## src/rtl/alu4_serial_engine.sv

```systemverilog
// alu4_serial_engine: bit-serial ALU, LSB-first, one result bit per clock over valid/ready ports
module alu4_serial_engine #(
   parameter int WIDTH = 4
) (
   input  logic             clk,
   input  logic             rst,
   input  logic             in_valid,
   output logic             in_ready,
   input  logic [2:0]       in_op,
   input  logic [WIDTH-1:0] in_a,
   input  logic [WIDTH-1:0] in_b,
   output logic             out_valid,
   input  logic             out_ready,
   output logic [WIDTH-1:0] out_y,
   output logic             out_carry,
   output logic             out_ovf,
   output logic             out_zero
);
   localparam int CW = (WIDTH > 2) ? $clog2(WIDTH) : 1;
   localparam logic [CW-1:0] LAST = CW'(WIDTH - 1);
   localparam logic [2:0] OP_SUB = 3'b001;
   typedef enum logic [1:0] {IDLE, CALC, DONE} state_t;
   state_t           state_q;
   logic [WIDTH-1:0] a_q, b_q, res_q, y_q, y_d;
   logic [2:0]       op_q;
   logic [CW-1:0]    cnt_q;
   logic             c_q, in_ready_q, out_valid_q, carry_q, ovf_q, zero_q;
   logic             arith, b_bit, s_d, c_d, last;
   always_comb begin
      arith = op_q[2:1] == 2'b00;
      b_bit = (op_q == OP_SUB) ? ~b_q[0] : b_q[0];
      c_d   = (a_q[0] & b_bit) | (c_q & (a_q[0] ^ b_bit));
      s_d   = arith          ? a_q[0] ^ b_bit ^ c_q :
              op_q == 3'b010 ? a_q[0] & b_q[0] :
              op_q == 3'b011 ? a_q[0] | b_q[0] :
              op_q == 3'b100 ? a_q[0] ^ b_q[0] :
              op_q == 3'b101 ? ~(a_q[0] & b_q[0]) :
              op_q == 3'b110 ? ~(a_q[0] | b_q[0]) :
                               ~(a_q[0] ^ b_q[0]);
      y_d   = {s_d, res_q[WIDTH-1:1]};
      last  = cnt_q == LAST;
   end
   always_ff @(posedge clk or posedge rst) begin
      if (rst) begin
         state_q     <= IDLE;
         in_ready_q  <= 1'b1;
         out_valid_q <= 1'b0;
         y_q         <= '0;
         carry_q     <= 1'b0;
         ovf_q       <= 1'b0;
         zero_q      <= 1'b0;
         cnt_q       <= '0;
         a_q         <= '0;
         b_q         <= '0;
         res_q       <= '0;
         op_q        <= '0;
         c_q         <= 1'b0;
      end else begin
         case (state_q)
            IDLE: if (in_valid && in_ready_q) begin
               a_q        <= in_a;
               b_q        <= in_b;
               op_q       <= in_op;
               c_q        <= in_op == OP_SUB;
               cnt_q      <= '0;
               in_ready_q <= 1'b0;
               state_q    <= CALC;
            end
            CALC: begin
               a_q   <= a_q >> 1;
               b_q   <= b_q >> 1;
               res_q <= y_d;
               c_q   <= arith ? c_d : c_q;
               cnt_q <= cnt_q + 1'b1;
               if (last) begin
                  // overflow = carry into MSB (c_q) xor carry out of MSB (c_d)
                  y_q         <= y_d;
                  carry_q     <= arith & c_d;
                  ovf_q       <= arith & (c_q ^ c_d);
                  zero_q      <= y_d == '0;
                  out_valid_q <= 1'b1;
                  state_q     <= DONE;
               end
            end
            DONE: if (out_ready) begin
               out_valid_q <= 1'b0;
               in_ready_q  <= 1'b1;
               state_q     <= IDLE;
            end
            default: state_q <= IDLE;
         endcase
      end
   end
   assign in_ready  = in_ready_q;
   assign out_valid = out_valid_q;
   assign out_y     = y_q;
   assign out_carry = carry_q;
   assign out_ovf   = ovf_q;
   assign out_zero  = zero_q;
endmodule

```

## config.mk

```make
export PLATFORM = sky130hd
export DESIGN_NAME = alu4_serial_engine
export DESIGN_NICKNAME = d
export VERILOG_FILES = /design/src/rtl/alu4_serial_engine.sv
export SDC_FILE = /design/constraint.sdc
export NUM_CORES = 1
export LEC_CHECK = 0
export CORE_UTILIZATION = 55
export CTS_BUF_LIST = sky130_fd_sc_hd__clkbuf_8 sky130_fd_sc_hd__clkbuf_16
export CTS_CLUSTER_SIZE = 14
export DETAILED_ROUTE_END_ITERATION = 7
export PLACE_DENSITY_LB_ADDON = 0.25
export SLEW_MARGIN = 20
export SYNTH_ARGS = -nofsm -noshare
export SYNTH_HDL_FRONTEND = slang
export SYNTH_SLANG_ARGS = --single-unit
```

## constraint.sdc

```tcl
create_clock -name clk -period 4.3 [get_ports clk]
set_input_delay 1.29 -clock clk [delete_from_list [all_inputs] [get_ports clk]]
set_output_delay 1.29 -clock clk [all_outputs]
set_load 0.02 [all_outputs]
```

==> results of run 1 <==
area by class of cell:
class	count	area (sq um)	share of cell area (%)
Clock buffer	4	55.1	3.43
Inverter	8	30.0	1.87
Multi-Input combinational cell	89	553	34.5
Sequential cell	28	702	43.7
Tap cell	28	35.0	2.18
Timing Repair Buffer	23	230	14.3
sequential cells by signal, indices dropped and copies added, names as in the netlist:
name       cells
out_carry      1
res_q          3
out_valid      1
op_q           3
c_q            1
cnt_q          2
state_q        2
out_ovf        1
out_y          4
in_ready       1
b_q            4
out_zero       1
a_q            4
where the power goes:
group          switching (W)  internal (W)  leakage [nW]
sequential                 0      0.000263         0.330
clock              0.0000808     0.0000821        0.0288
combinational     0.00000806     0.0000118         0.359
total              0.0000889      0.000357         0.718
metal layers:
layer  vias up  share of wire, %  track usage [%]
met4         0               1.8             10.6
met2        14                49             35.7
li1        486                 -                -
met3         4               2.6             4.46
met1       470                47             27.8
met5         -                 0                0
how the worst min path moves through the flow:
| stage | to | start | cells past startpoint |
|---|---|---|---|
| after floorplan | a_q[0]$_DFFE_PP0P_ | a_q[1]$_DFFE_PP0P_ | 2 |
| after global placement | a_q[2]$_DFFE_PP0P_ | a_q[3]$_DFFE_PP0P_ | 2 |
| after detailed placement | b_q[1]$_DFFE_PP0P_ | b_q[2]$_DFFE_PP0P_ | 2 |
| after CTS | out_y[3]$_DFFE_PP0P_ | out_y[3]$_DFFE_PP0P_ | 2 |
| after global routing | b_q[1]$_DFFE_PP0P_ | b_q[2]$_DFFE_PP0P_ | 2 |
| final | out_ovf$_DFFE_PP0P_ | out_ovf$_DFFE_PP0P_ | 2 |
kinds of logic after synthesis:
family | share of synthesized area, %
AND/OR/NAND/NOR | 14.4
flip-flops | 53.3
AO/OA/AOI/OAI | 11.3
buffers and inverters | 4.66
multiplexers | 10.6
adder cells (fa/ha/maj) | 4.37
XOR/XNOR | 1.33
metrics by stage:
| stage | cell area (sq um) | setup slack [ns] | hold slack (ns) |
|---|---|---|---|
| after floorplan | 1320 | 2.17 | 0.449 |
| after global placement | 1550 | 1.51 | 0.456 |
| final | 1610 | 1.58 | 0.486 |
| after detailed placement | 1550 | 1.48 | 0.474 |
| after CTS | 1610 | 1.58 | 0.494 |
| after global routing | 1610 | 1.55 | 0.513 |
cells in the final DEF, fill, tap and decap left out, types with 2 or more instances in the layout:
master,netlist,layout
o21ai_0,18,18
inv_1,8,7
clkbuf_8,0,4
ha_1,3,3
dfrtp_1,27,27
clkdlybuf4s50_1,0,23
mux2i_1,5,5
mux2_2,6,6
nor2_1,5,5
nand2_1,31,31
nor4_1,2,2
a21oi_1,5,5
==> results.ini, run 1 <==
[run_status]
status=complete, no violations

[timing]
min_period_ns=2.72
fin_crit_sh_pct=63.2
slew_headroom_pct=28.8
setup_violations=0
rsz0062_at_grt=false
max_freq_ghz=0.368
max_slew.worst_pin.slew_ns=1.07
hold_viol_final=0
report.final.slew_viol_count=0
fin_skew_ns=0.00649
finalSetupTns_ns=0

[worst_setup_path]
crit_fanout=4
worstSetupPathType=reg2out
critPathMaxStageDelay_ns=0.60
crit_path_start=in_ready$_DFFE_PP1P_
reg2reg_slack_ns=2.05
reg2reg_to=out_zero$_DFFE_PP0P_
cp_num_buf_inv=1
crit_required_ns=3.01
worstPathCellList=clkdlybuf4s50_1
crit_arrival_ns=1.43
crit_path_end_kind=output pin
crit_end=in_ready
worstSetupStartpointType=register
cpMaxStageDelayCell=clkdlybuf4s50_1
rr_worst_depth=7
crit_family=buffers and inverters
cp.depth=1
r2r_start=op_q[2]$_DFFE_PP0P_

[floorplanning]
die_w_um=50.9
rows=17
core_sq_um=2230
start_util_pct=58.9
die_h_um=50.9
fp.dieArea_sq_um=2590
pin_count=24

[clock_tree]
cts_setup_buffers=0
cts_tree=yes
post_cts_resize_count=0
cts_buffer_depth=2
cts.htree.levels=1
cts_sinks=28
root_buffer=clkbuf_8
cts_buffers=3
insertion_delay_ns=0.28
cts.clk_slew.worst_paths_ns=0.09
hold_buffers=0

[cells_and_area]
antennaDiodeCount=0
final_util_pct=71.9
nFillCells=168
area_growth_pct=22.0
final_cells=180
drive_gt1_share_pct=9.21
nets=172

[yosys]
synth_common_cells=nand2_1 (31), dfrtp_1 (27), o21ai_0 (18)
syn_area_sq_um=1320
ys_types=28
synthesis.nets=150
synth_async_sr_flop_share_pct=100
synth_seq_area_share_pct=53.3
ys_warn_count=0
ys_ff_latch=28
synth_ff_type=dfrtp_1
synthDominantCellAreaShare_pct=51.3
synth_area_leader_cell=dfrtp_1
syn_inst=131
yosysMostFrequentCell=nand2_1
synth_edf_count=0
avgSynthCellArea_sq_um=10.0
synth_area_leaders=dfrtp_1 (51%), nand2_1 (8.8%), o21ai_0 (6.8%), mux2_2 (5.1%), mux2i_1 (3.8%)

[drt]
routed_wl_um=2440
drc=0
dr.pass1.iters=2
drt_iter0_drc=17
vias=974
final_antenna_net_count=0
vias_per_cell=5.41
wl_per_cell_um=13.6

[global_routing]
overflow=0
antenna_found_initial=0
grt_pass1_wl_um=4120
grt_use_total_pct=21.9
grt_pass1_vias=923
grt_max_degree=29

[place]
dp_cells=176
post-dp-hpwl_um=1730
place_congestion=0.769
port-buffer-count=23

[hold_path]
hold_path.class=reg2reg

[flow_run]
maxCapViolations=0

[power]
powerDensity_nw_per_um2=278
leakagePower_nw=0.718
finalPower_w=0.000446
ir_worst_vdd_mv=0.282

Power figures use the tool's default switching activity.
==> run 2, diff against run 1 <==
--- a/config.mk
+++ b/config.mk
@@ -5,7 +5,7 @@
 export SDC_FILE = /design/constraint.sdc
 export NUM_CORES = 1
 export LEC_CHECK = 0
-export CORE_UTILIZATION = 55
+export CORE_UTILIZATION = 46
 export CTS_BUF_LIST = sky130_fd_sc_hd__clkbuf_8 sky130_fd_sc_hd__clkbuf_16
 export CTS_CLUSTER_SIZE = 14
 export DETAILED_ROUTE_END_ITERATION = 7
==> constraint.sdc (replaced) <==
create_clock -name clk -period 2.4 [get_ports clk]
set_input_delay 0.72 -clock clk [delete_from_list [all_inputs] [get_ports clk]]
set_output_delay 0.72 -clock clk [all_outputs]
set_load 0.02 [all_outputs]
==> run 2 against run 1 <==
Via count is 1.6% higher. Clock skew is 0.0026 ns lower. Utilization is 11 points lower. Setup slack worse by 1.3 ns. Combinational power is 85% higher. Sequential cell count stayed put. Count of clock-buffer cells in the layout is 1 lower. Worst hold slack worse by 0.0046 ns.
==> results.ini, run 2 (synthesis gave the netlist of run 1 again) <==
[drt]
drc=0  ; unchanged
final_antenna_net_count=0  ; unchanged
wl_per_cell_um=13.3  ; -1.9%
drt_iter0_drc=11  ; -6
vias=990  ; +1.6%
routed_wl_um=2490  ; +1.9%
vias_per_cell=5.29  ; -2.2%
dr.pass1.iters=4  ; +2

[worst_setup_path]
worstPathCellList=clkdlybuf4s50_1
worstSetupStartpointType=register
critPathMaxStageDelay_ns=0.61  ; about the same
crit_family=buffers and inverters
cp_num_buf_inv=1  ; unchanged
crit_fanout=4  ; unchanged
crit_path_end_kind=output pin
worstSetupPathType=reg2out
crit_arrival_ns=1.45  ; +0.02 ns
crit_required_ns=1.68  ; -1.33 ns
cpMaxStageDelayCell=clkdlybuf4s50_1

[cells_and_area]
final_cell_mix=nand2_1 (31), dfrtp_1 (27), clkdlybuf4s50_1 (23)
multi_input_area_sq_um=553  ; unchanged
nFillCells=224  ; +33%
drive_gt1_share_pct=10.9  ; +1.7 points
area_growth_pct=25.8
final_cells=187  ; +3.9%
register_area_sq_um=702  ; unchanged
final_common_cell=nand2_1
final_util_pct=60.5  ; -11 points
nets=176  ; +2.3%
antennaDiodeCount=0  ; unchanged

[clock_tree]
insertion_delay_ns=0.28  ; about the same
hold_buffers=0  ; unchanged
root_buffer=clkbuf_8
cts.clk_slew.worst_paths_ns=0.09  ; about the same
cts_setup_buffers=0  ; unchanged
cts.htree.levels=1  ; unchanged
cts_buffers=3  ; unchanged
cts_sinks=28  ; unchanged
cts_tree=yes
cts_buffer_depth=2  ; unchanged
post_cts_resize_count=0  ; unchanged

[global_routing]
grt_pass1_vias=979  ; +6.1%
grt_use_total_pct=17.9  ; -4.1 points
grt_max_degree=29  ; unchanged
grt_pass1_wl_um=4310  ; +4.5%
antenna_found_initial=0  ; unchanged
overflow=0  ; unchanged

[floorplanning]
die_w_um=55.5  ; +9.0%
fp.dieArea_sq_um=3080  ; +19%
core_sq_um=2730  ; +22%
pin_count=24  ; unchanged
die_h_um=55.5  ; +9.0%
rows=19  ; +2
start_util_pct=48.1  ; -11 points

[timing]
finalSetupTns_ns=0  ; unchanged
fin_crit_sh_pct=90.2
setup_violations=0  ; unchanged
slew_headroom_pct=73.8  ; +45 points
holdWs_ns=0.482  ; -0.00458 ns
report.final.slew_viol_count=0  ; unchanged
fin_skew_ns=0.00387  ; -0.00263 ns
hold_viol_final=0  ; unchanged
min_period_ns=2.17
rsz0062_at_grt=false
max_freq_ghz=0.462
max_slew.worst_pin.slew_ns=0.394  ; -0.673 ns

[place]
post-dp-hpwl_um=1790  ; +3.2%
port-buffer-count=23  ; unchanged
dp_cells=183  ; +4.0%
place_congestion=0.754  ; -1.9%

[flow_run]
maxCapViolations=0  ; unchanged

[run_status]
status=complete, no violations

[power]
ir_worst_vdd_mv=0.415  ; +47%
seqPwrFrac_pct=53.6  ; -5.4 points
p_clk_share_pct=42.2  ; +5.7 points
switching_share_pct=18.4  ; -1.5 points
leakagePower_nw=0.746  ; +3.9%
internal_power_w=0.000717  ; +100%
p_comb_share_pct=4.2  ; -0.3 points
p_switching_w=0.000162  ; +82%
finalPower_w=0.000879  ; +97%
powerDensity_nw_per_um2=531  ; +91%

[hold_path]
hold_path.class=reg2reg

==> run 2: cell count changes in the layout (fill, tap and decap cells not counted), sizes merged <==
cell | before | now
buf | 0 | 4
bufinv | 0 | 1
clkbuf | 4 | 3
==> run 2: worst paths after layout <==
check	end	startpoint	depth (start not counted)	slack (ns)
worst max-delay path	in_ready	in_ready$_DFFE_PP1P_	1	0.23
worst min-delay path	out_ovf$_DFFE_PP0P_	out_ovf$_DFFE_PP0P_	2	0.48
worst max register to register	out_zero$_DFFE_PP0P_	op_q[1]$_DFFE_PP0P_	7	0.28
worst min register to register	out_ovf$_DFFE_PP0P_	out_ovf$_DFFE_PP0P_	2	0.48
max in group asynchronous	in_ready$_DFFE_PP1P_	rst	3	1.29
min in group asynchronous	b_q[1]$_DFFE_PP0P_	rst	3	0.80
==> run 2: final cells by class <==
type | instances | share of cell area (%)
multi-input cells | 89 | 33.4
clock buffers | 3 | 2.49
flip-flops and latches | 28 | 42.4
inverters | 8 | 1.81
clock inverters | 1 | 1.81
repair buffers | 27 | 15.7
well taps | 31 | 2.34
==> run 2: stage by stage <==
stage	setup WS, ns	instance area (sq um)
finish	0.234	1660
global route	0.166	1660
CTS	0.220	1660
detailed placement	0.169	1580
global placement	0.227	1580
floorplan	0.349	1320
==> run 2: power groups by stage <==
stage          clock network, W   logic [W]  registers [W]
6_report               0.000371   0.0000369       0.000471
5_1_grt                0.000403   0.0000400       0.000472
3_5_place_dp                  0   0.0000375       0.000481
4_1_cts                0.000382   0.0000377       0.000471
3_3_place_gp                  0   0.0000367       0.000481
2_1_floorplan                 0  0.00000916       0.000481
==> run 2: metal layers <==
layer	up-vias	GRT usage, %	part of all wire (%)
met4	0	7.50	1.8
met2	18	30.8	51
li1	486	-	-
met3	5	3.04	2.5
met1	481	22.1	45
met5	-	0	0
==> run 3, diff against run 2 <==
--- a/config.mk
+++ b/config.mk
@@ -9,6 +9,7 @@
 export CTS_BUF_LIST = sky130_fd_sc_hd__clkbuf_8 sky130_fd_sc_hd__clkbuf_16
 export CTS_CLUSTER_SIZE = 14
 export DETAILED_ROUTE_END_ITERATION = 7
+export GPL_TIMING_DRIVEN = 0
 export PLACE_DENSITY_LB_ADDON = 0.25
 export SLEW_MARGIN = 20
 export SYNTH_ARGS = -nofsm -noshare
==> run 3 against run 2 <==
Combinational power shrank 5%. Sequential power hardly changed. Global-route usage fell by 0.71 points. Clock power shrank 22%. Non-clock buffer count increased by 2. Critical path depth rose by 6. Critical path type is now reg2reg. Largest power group unchanged. Highest routed layer unchanged.
==> results.ini, run 3 (synthesis gave the netlist of run 1 again) <==
[timing]
layout_setup_ws_ns=0.170  ; -0.0642 ns
slew_headroom_pct=61.8  ; -12 points
fin_crit_sh_pct=92.9  ; +2.7 points
max_slew.worst_pin.slew_ns=0.571  ; +0.178 ns
min_period_ns=2.23  ; +0.0642 ns
finalSetupTns_ns=0  ; unchanged
fin_skew_ns=0.00216  ; -0.00171 ns
setup_violations=0  ; unchanged
rsz0062_at_grt=false
hold_viol_final=0  ; unchanged
max_freq_ghz=0.448  ; -2.9%
report.final.slew_viol_count=0  ; unchanged

[power]
finalPower_w=0.000794  ; -9.6%
powerDensity_nw_per_um2=484  ; -8.8%
ir_worst_vdd_mv=0.359  ; -14%
leakagePower_nw=0.735  ; -1.5%

[global_routing]
antenna_found_initial=0  ; unchanged
grt_pass1_vias=965  ; -1.4%
grt_pass1_wl_um=4240  ; -1.6%
grt_use_total_pct=17.2  ; -0.71 points
overflow=0  ; unchanged
grt_max_degree=29  ; unchanged

[floorplanning]
start_util_pct=48.1  ; unchanged
die_w_um=55.5  ; unchanged
pin_count=24  ; unchanged
fp.dieArea_sq_um=3080  ; unchanged
die_h_um=55.5  ; unchanged
rows=19  ; unchanged
core_sq_um=2730  ; unchanged

[clock_tree]
cts_buffers=3  ; unchanged
cts_setup_buffers=0  ; unchanged
post_cts_resize_count=0  ; unchanged
cts_buffer_depth=2  ; unchanged
cts_sinks=28  ; unchanged
cts.clk_slew.worst_paths_ns=0.09  ; about the same
insertion_delay_ns=0.27  ; about the same
root_buffer=clkbuf_8
hold_buffers=0  ; unchanged
cts_tree=yes
cts.htree.levels=1  ; unchanged

[worst_setup_path]
reg2reg_to=out_zero$_DFFE_PP0P_
rr_worst_depth=7  ; unchanged
reg2reg_slack_ns=0.17  ; -0.11 ns
r2r_start=op_q[2]$_DFFE_PP0P_
worstSetupPathType=reg2reg
worstSetupStartpointType=register
worstPathCellList=nor2_1 -> nand2_1 -> xnor2_1 -> fa_1 -> inv_1 -> mux4_2 -> a22o_1
cpMaxStageDelayCell=fa_1
crit_fanout=4  ; unchanged
crit_arrival_ns=2.39  ; +0.94 ns
critPathMaxStageDelay_ns=0.48  ; -0.13 ns
crit_path_end_kind=register
crit_required_ns=2.56  ; +0.88 ns

[hold_path]
min_to=out_ovf$_DFFE_PP0P_
hp-start=out_ovf$_DFFE_PP0P_
holdPathStages=2  ; unchanged
hold_path.class=reg2reg

[drt]
final_antenna_net_count=0  ; unchanged
routed_wl_um=2450  ; -1.6%
drt_iter0_drc=13  ; +2
wl_per_cell_um=12.9  ; -2.7%
vias_per_cell=5.20  ; -1.9%
dr.pass1.iters=4  ; unchanged
vias=982  ; -0.81%
drc=0  ; unchanged

[place]
place_congestion=0.784  ; +3.9%
dp_cells=185  ; +1.1%
post-dp-hpwl_um=1810  ; +1.3%
place_ws_ns=0.171  ; +0.00163 ns
port-buffer-count=23  ; unchanged

[cells_and_area]
nFillCells=252  ; +13%
final_common_cell=nand2_1
final_cells=189  ; +1.1%
area_growth_pct=24.6
final_cell_mix=nand2_1 (31), dfrtp_1 (27), clkdlybuf4s50_1 (23)
drive_gt1_share_pct=10.8  ; -0.14 points
nets=178  ; +1.1%
antennaDiodeCount=0  ; unchanged

[run_status]
status=complete, no violations

[flow_run]
maxCapViolations=0  ; unchanged

[run 3: cell types whose count changed in the layout (fill, tap and decap cells not counted), sizes merged]
cell    before  now
buf          4    3
bufinv       1    0
clkbuf       3    7
[run 3: through the flow]
| stage | instance area (sq um) | util, % | hold slack (ns) |
|---|---|---|---|
| finish | 1640 | 60.0 | 0.482 |
| global route | 1640 | 60.0 | 0.510 |
| CTS | 1640 | 60.0 | 0.491 |
| detailed placement | 1590 | 58.0 | 0.469 |
| global placement | 1590 | 58.0 | 0.458 |
| floorplan | 1320 | - | 0.449 |
[run 3: worst max path at each step]
| stage | from | end | slack, ns | depth (start not counted) |
|---|---|---|---|---|
| 2_1_floorplan | op_q[2]$_DFFE_PP0P_ | out_zero$_DFFE_PP0P_ | 0.35 | 7 |
| 3_3_place_gp | in_valid | c_q$_DFFE_PP0P_ | 0.22 | 5 |
| 3_5_place_dp | op_q[2]$_DFFE_PP0P_ | out_zero$_DFFE_PP0P_ | 0.17 | 7 |
| 4_1_cts | op_q[2]$_DFFE_PP0P_ | out_zero$_DFFE_PP0P_ | 0.15 | 7 |
| 5_1_grt | op_q[2]$_DFFE_PP0P_ | out_zero$_DFFE_PP0P_ | 0.06 | 7 |
| 6_report | op_q[2]$_DFFE_PP0P_ | out_zero$_DFFE_PP0P_ | 0.17 | 7 |
[run 3: cell type report]
class	count	area, sq um	share of cell area [%]
Tap cell	31	38.8	2.36
Timing Repair Buffer	23	230	14.0
Clock buffer	4	55.1	3.36
Multi-Input combinational cell	89	553	33.7
Sequential cell	28	702	42.8
Inverter	8	30.0	1.83
Buffer	6	31.3	1.91
[run 3: metal layers]
layer	global-route usage (%)	part of all wire, %	up-vias	wire length, um
met3	2.58	2.1	4	51
met2	28.7	51	13	1240
met4	5.36	1.1	0	28
li1	-	-	493	-
met5	0	0	-	0
met1	23.0	46	472	1120
[run 3: worst max-delay path: cells and delay by family (launching register included)]
family          cells  cell delay, ns
fa+ha+maj           1            0.48
flops               1            0.42
mux                 1            0.48
simple gates        2            0.36
buf+inv             1            0.04
xor+xnor            1            0.15
compound gates      1            0.20
[run 3: power by group]
group	internal [W]	switching, W
registers	0.000471	0
clock network	0.000147	0.000141
logic	0.0000211	0.0000142
==> variant 1, RTL diff (flow settings as in run 3) <==
Register the output `out_ovf` once more; this adds one clock of latency there. The other outputs are not delayed to match.
--- a/src/rtl/alu4_serial_engine.sv
+++ b/src/rtl/alu4_serial_engine.sv
@@ -97,3 +97,5 @@
    assign out_carry = carry_q;
-   assign out_ovf   = ovf_q;
+   always_ff @(posedge clk) begin
+      out_ovf <= ovf_q;
+   end
    assign out_zero  = zero_q;
Behaviour: not the same (a bounded check fails within 10 cycles, from zero or initial values and one cycle with rst high).
==> variant 1 against run 3 <==
Area after synthesis up 1.5%. Synthesized cell count increased by 0.76%. Hold slack got worse by 0.11 ns. Final cell count rose by 2.6%. Design area is 5.0% higher. Power up 31%. Sequential cell count up 1. Clock skew increased by 0.0040 ns. Worst setup slack better by 0.036 ns. Combinational power hardly changed. Wire length decreased by 1.1%. Critical endpoint unchanged. Largest power group is now clock.
==> variant 1: results <==
set metrics [dict create \
    fill_cells 242 \
    clock_area_share_pct 6.76 \
    async_flop_share_pct 96.6 \
    min_from "ovf_q" \
    synthAdderAreaFrac_pct 4.31 \
    synth_fp_nets 151 \
    worstPathArrival_ns 2.37 \
    max-vdd-ir-drop_mv 0.474 \
    synth-compound-area-share_pct 11.1 \
    hold_ws_ns 0.376 \
    dp_hpwl_um 1790 \
    outcome "finished clean" \
    p_seq_share_pct 47.0 \
    yosysSeqAreaShare_pct 54.0 \
    dp.cells 186 \
    leakagePower_nw 0.777 \
    synthMuxAreaShare_pct 10.5 \
    switchingPower_mw 0.197 \
    hold_path_depth 0 \
    fin_nets 181 \
    whs_endpoint "out_ovf" \
    numCtsBuffers 5 \
    ys_top_cells_by_area "dfrtp_1 (51%), nand2_1 (8.7%), o21ai_0 (6.7%)" \
    grt_usage_pct 18.6 \
    cts_sinks 29 \
    clk_pin_slew_worst_paths_ns 0.06 \
    yosysUniqueCellTypes 29 \
    vias 1011 \
    grt_pass1_wl_um 4440 \
    sw_frac_of_total_pct 18.9 \
    layout_setup_ws_ns 0.206 \
    tightest_slew_ns 0.569 \
    drt_iter0_drc 15 \
    final_layout_size_suffix_gt1_share_pct 12.3 \
]
[variant 1: cell count changes after synthesis]
cell,delta
dfxtp_1,+1
[variant 1: per-layer routing]
| metal | vias up | part of all wire (%) | track usage [%] | routed length (um) |
|---|---|---|---|---|
| li1 | 504 | - | - | - |
| met1 | 475 | 43 | 21.9 | 1050 |
| met2 | 22 | 49 | 30.1 | 1190 |
| met3 | 10 | 4.1 | 5.12 | 99 |
| met4 | 0 | 3.4 | 11.5 | 82 |
| met5 | - | 0 | 0 | 0 |
[variant 1: worst reg2reg max path, delay by kind of cell (launching register included)]
kind / cells / cell delay, ns
simple gates: 2 / 0.34
fa+ha+maj: 1 / 0.48
buf+inv: 1 / 0.04
mux: 1 / 0.48
xor+xnor: 1 / 0.14
flops: 1 / 0.41
compound gates: 1 / 0.20
==> variant 2, RTL diff (settings of run 3) <==
Without the edit above. Set the parameter `WIDTH` to 2 (it was 4).
--- a/src/rtl/alu4_serial_engine.sv
+++ b/src/rtl/alu4_serial_engine.sv
@@ -2,3 +2,3 @@
 module alu4_serial_engine #(
-   parameter int WIDTH = 4
+   parameter int WIDTH = 2
 ) (
Interface: changed (resized in_a, in_b and out_y); port bits go from 24 to 18. The function was not compared with the original's and may differ.
==> variant 2 against run 3 <==
Worst setup slack improved by 0.10 ns. Combinational power decreased by 25%. Hold slack got worse by 0.0017 ns. Global-route usage increased by 0.94 points. Wire length decreased by 30%. Power decreased by 28%. Design area decreased by 27%. Clock skew increased by 0.0015 ns. Maximum frequency increased by 4.7%. Area after synthesis decreased by 28%. Critical path depth decreased by 6. Sequential cell count decreased by 9. Sequential power decreased by 32%. Largest cell class unchanged.
==> variant 2: results <==
set metrics [dict create \
    leakagePower_nw 0.526 \
    cpPeakStageDelay_ns 0.60 \
    grt_usage_pct 18.1 \
    vias 734 \
    synth_fp_nets 109 \
    max-vdd-ir-drop_mv 0.317 \
    drt_iter0_drc 14 \
    worstPathArrival_ns 1.41 \
    clock_skew_ns 0.00364 \
    relSlewSlack_pct 52.4 \
    placed_cell_area_um2 1150 \
    fill_cells 168 \
    io_buffers 17 \
    routedWlPerCell_um 12.0 \
    post_synth.cell_area_avg_um2 9.97 \
    outcome "finished clean" \
    clk_pin_slew_worst_paths_ns 0.07 \
    slowest_stage "clkdlybuf4s50_1" \
    grt_start_max_net_pins 20 \
    dp_hpwl_um 1320 \
    grt_pass1_wl_um 2770 \
    place.gp.congestion 0.710 \
    ff2ff_setup_slack_ns 0.32 \
    fin_nets 131 \
    min_from "out_y[1]" \
    ys_top_cells_by_area "dfrtp_1 (48%), nand2_1 (6.7%), o21ai_0 (5.3%)" \
    whs_endpoint "out_y[1]" \
    synth_top_cells_by_count "dfrtp_1 (18), nand2_1 (17), inv_1 (10), o21ai_0 (10)" \
    cpLargestDelayFamily "buffers and inverters" \
    postRouteWirelength_um 1720 \
    hold_ws_ns 0.480 \
]
variant 2: cell types whose count changed after synthesis, moves of 3 or more:
| cell | before | now |
|---|---|---|
| mux2_2 | 6 | 2 |
| dfrtp_1 | 27 | 18 |
| mux2i_1 | 5 | 0 |
| nand2_1 | 31 | 17 |
| o21ai_0 | 18 | 10 |
| clkbuf_1 | 3 | 0 |
variant 2: layout make-up:
type,count,area (um^2),area share (%)
buffer,1,11.3,0.940
clock buffer,3,41.3,3.45
clock inverter,1,5.00,0.418
inverter,10,37.5,3.13
multi-input combinational,65,422,35.2
sequential,19,477,39.8
tap,27,33.8,2.82
timing repair buffer,17,170,14.2
variant 2: how the worst max path moves through the flow:
stage,cells after the start,end,from
2_1_floorplan,6,out_y[1],op_q[1]
3_3_place_gp,4,op_q[2],in_valid
3_5_place_dp,4,op_q[2],in_valid
4_1_cts,1,in_ready,in_ready
5_1_grt,6,res_q[1],op_q[2]
6_report,1,in_ready,in_ready
variant 2: kinds of logic after synthesis:
family,share of synthesized area (%)
adders and majority gates,4.76
buffers and inverters,5.15
xor gates and xnor gates,1.85
and+or+nand+nor,16.9
DFF,50.3
AOI/OAI and AO/OA,18.6
muxes,2.38
variant 2: report_power, final:
| part | total (mW) | switching (mW) | internal [mW] |
|---|---|---|---|
| Sequential | 0.320 | 0 | 0.320 |
| Clock | 0.222 | 0.107 | 0.115 |
| Combinational | 0.0264 | 0.0108 | 0.0156 |
variant 2: metrics by stage:
stage / setup slack, ns / util [%]
3_5_place_dp: 0.182 / 59.3
4_1_cts: 0.269 / 61.7
3_3_place_gp: 0.212 / 59.3
2_1_floorplan: 0.594 / -
5_1_grt: 0.0819 / 61.7
6_report: 0.271 / 61.7
variant 2: per-layer routing:
metal / up-vias / part of all wire (%) / GRT usage (%)
met5: - / 0 / 0
met4: 0 / 0.47 / 3.43
met3: 2 / 3.9 / 5.77
met2: 17 / 48 / 28.5
met1: 344 / 47 / 24.6
li1: 371 / - / -
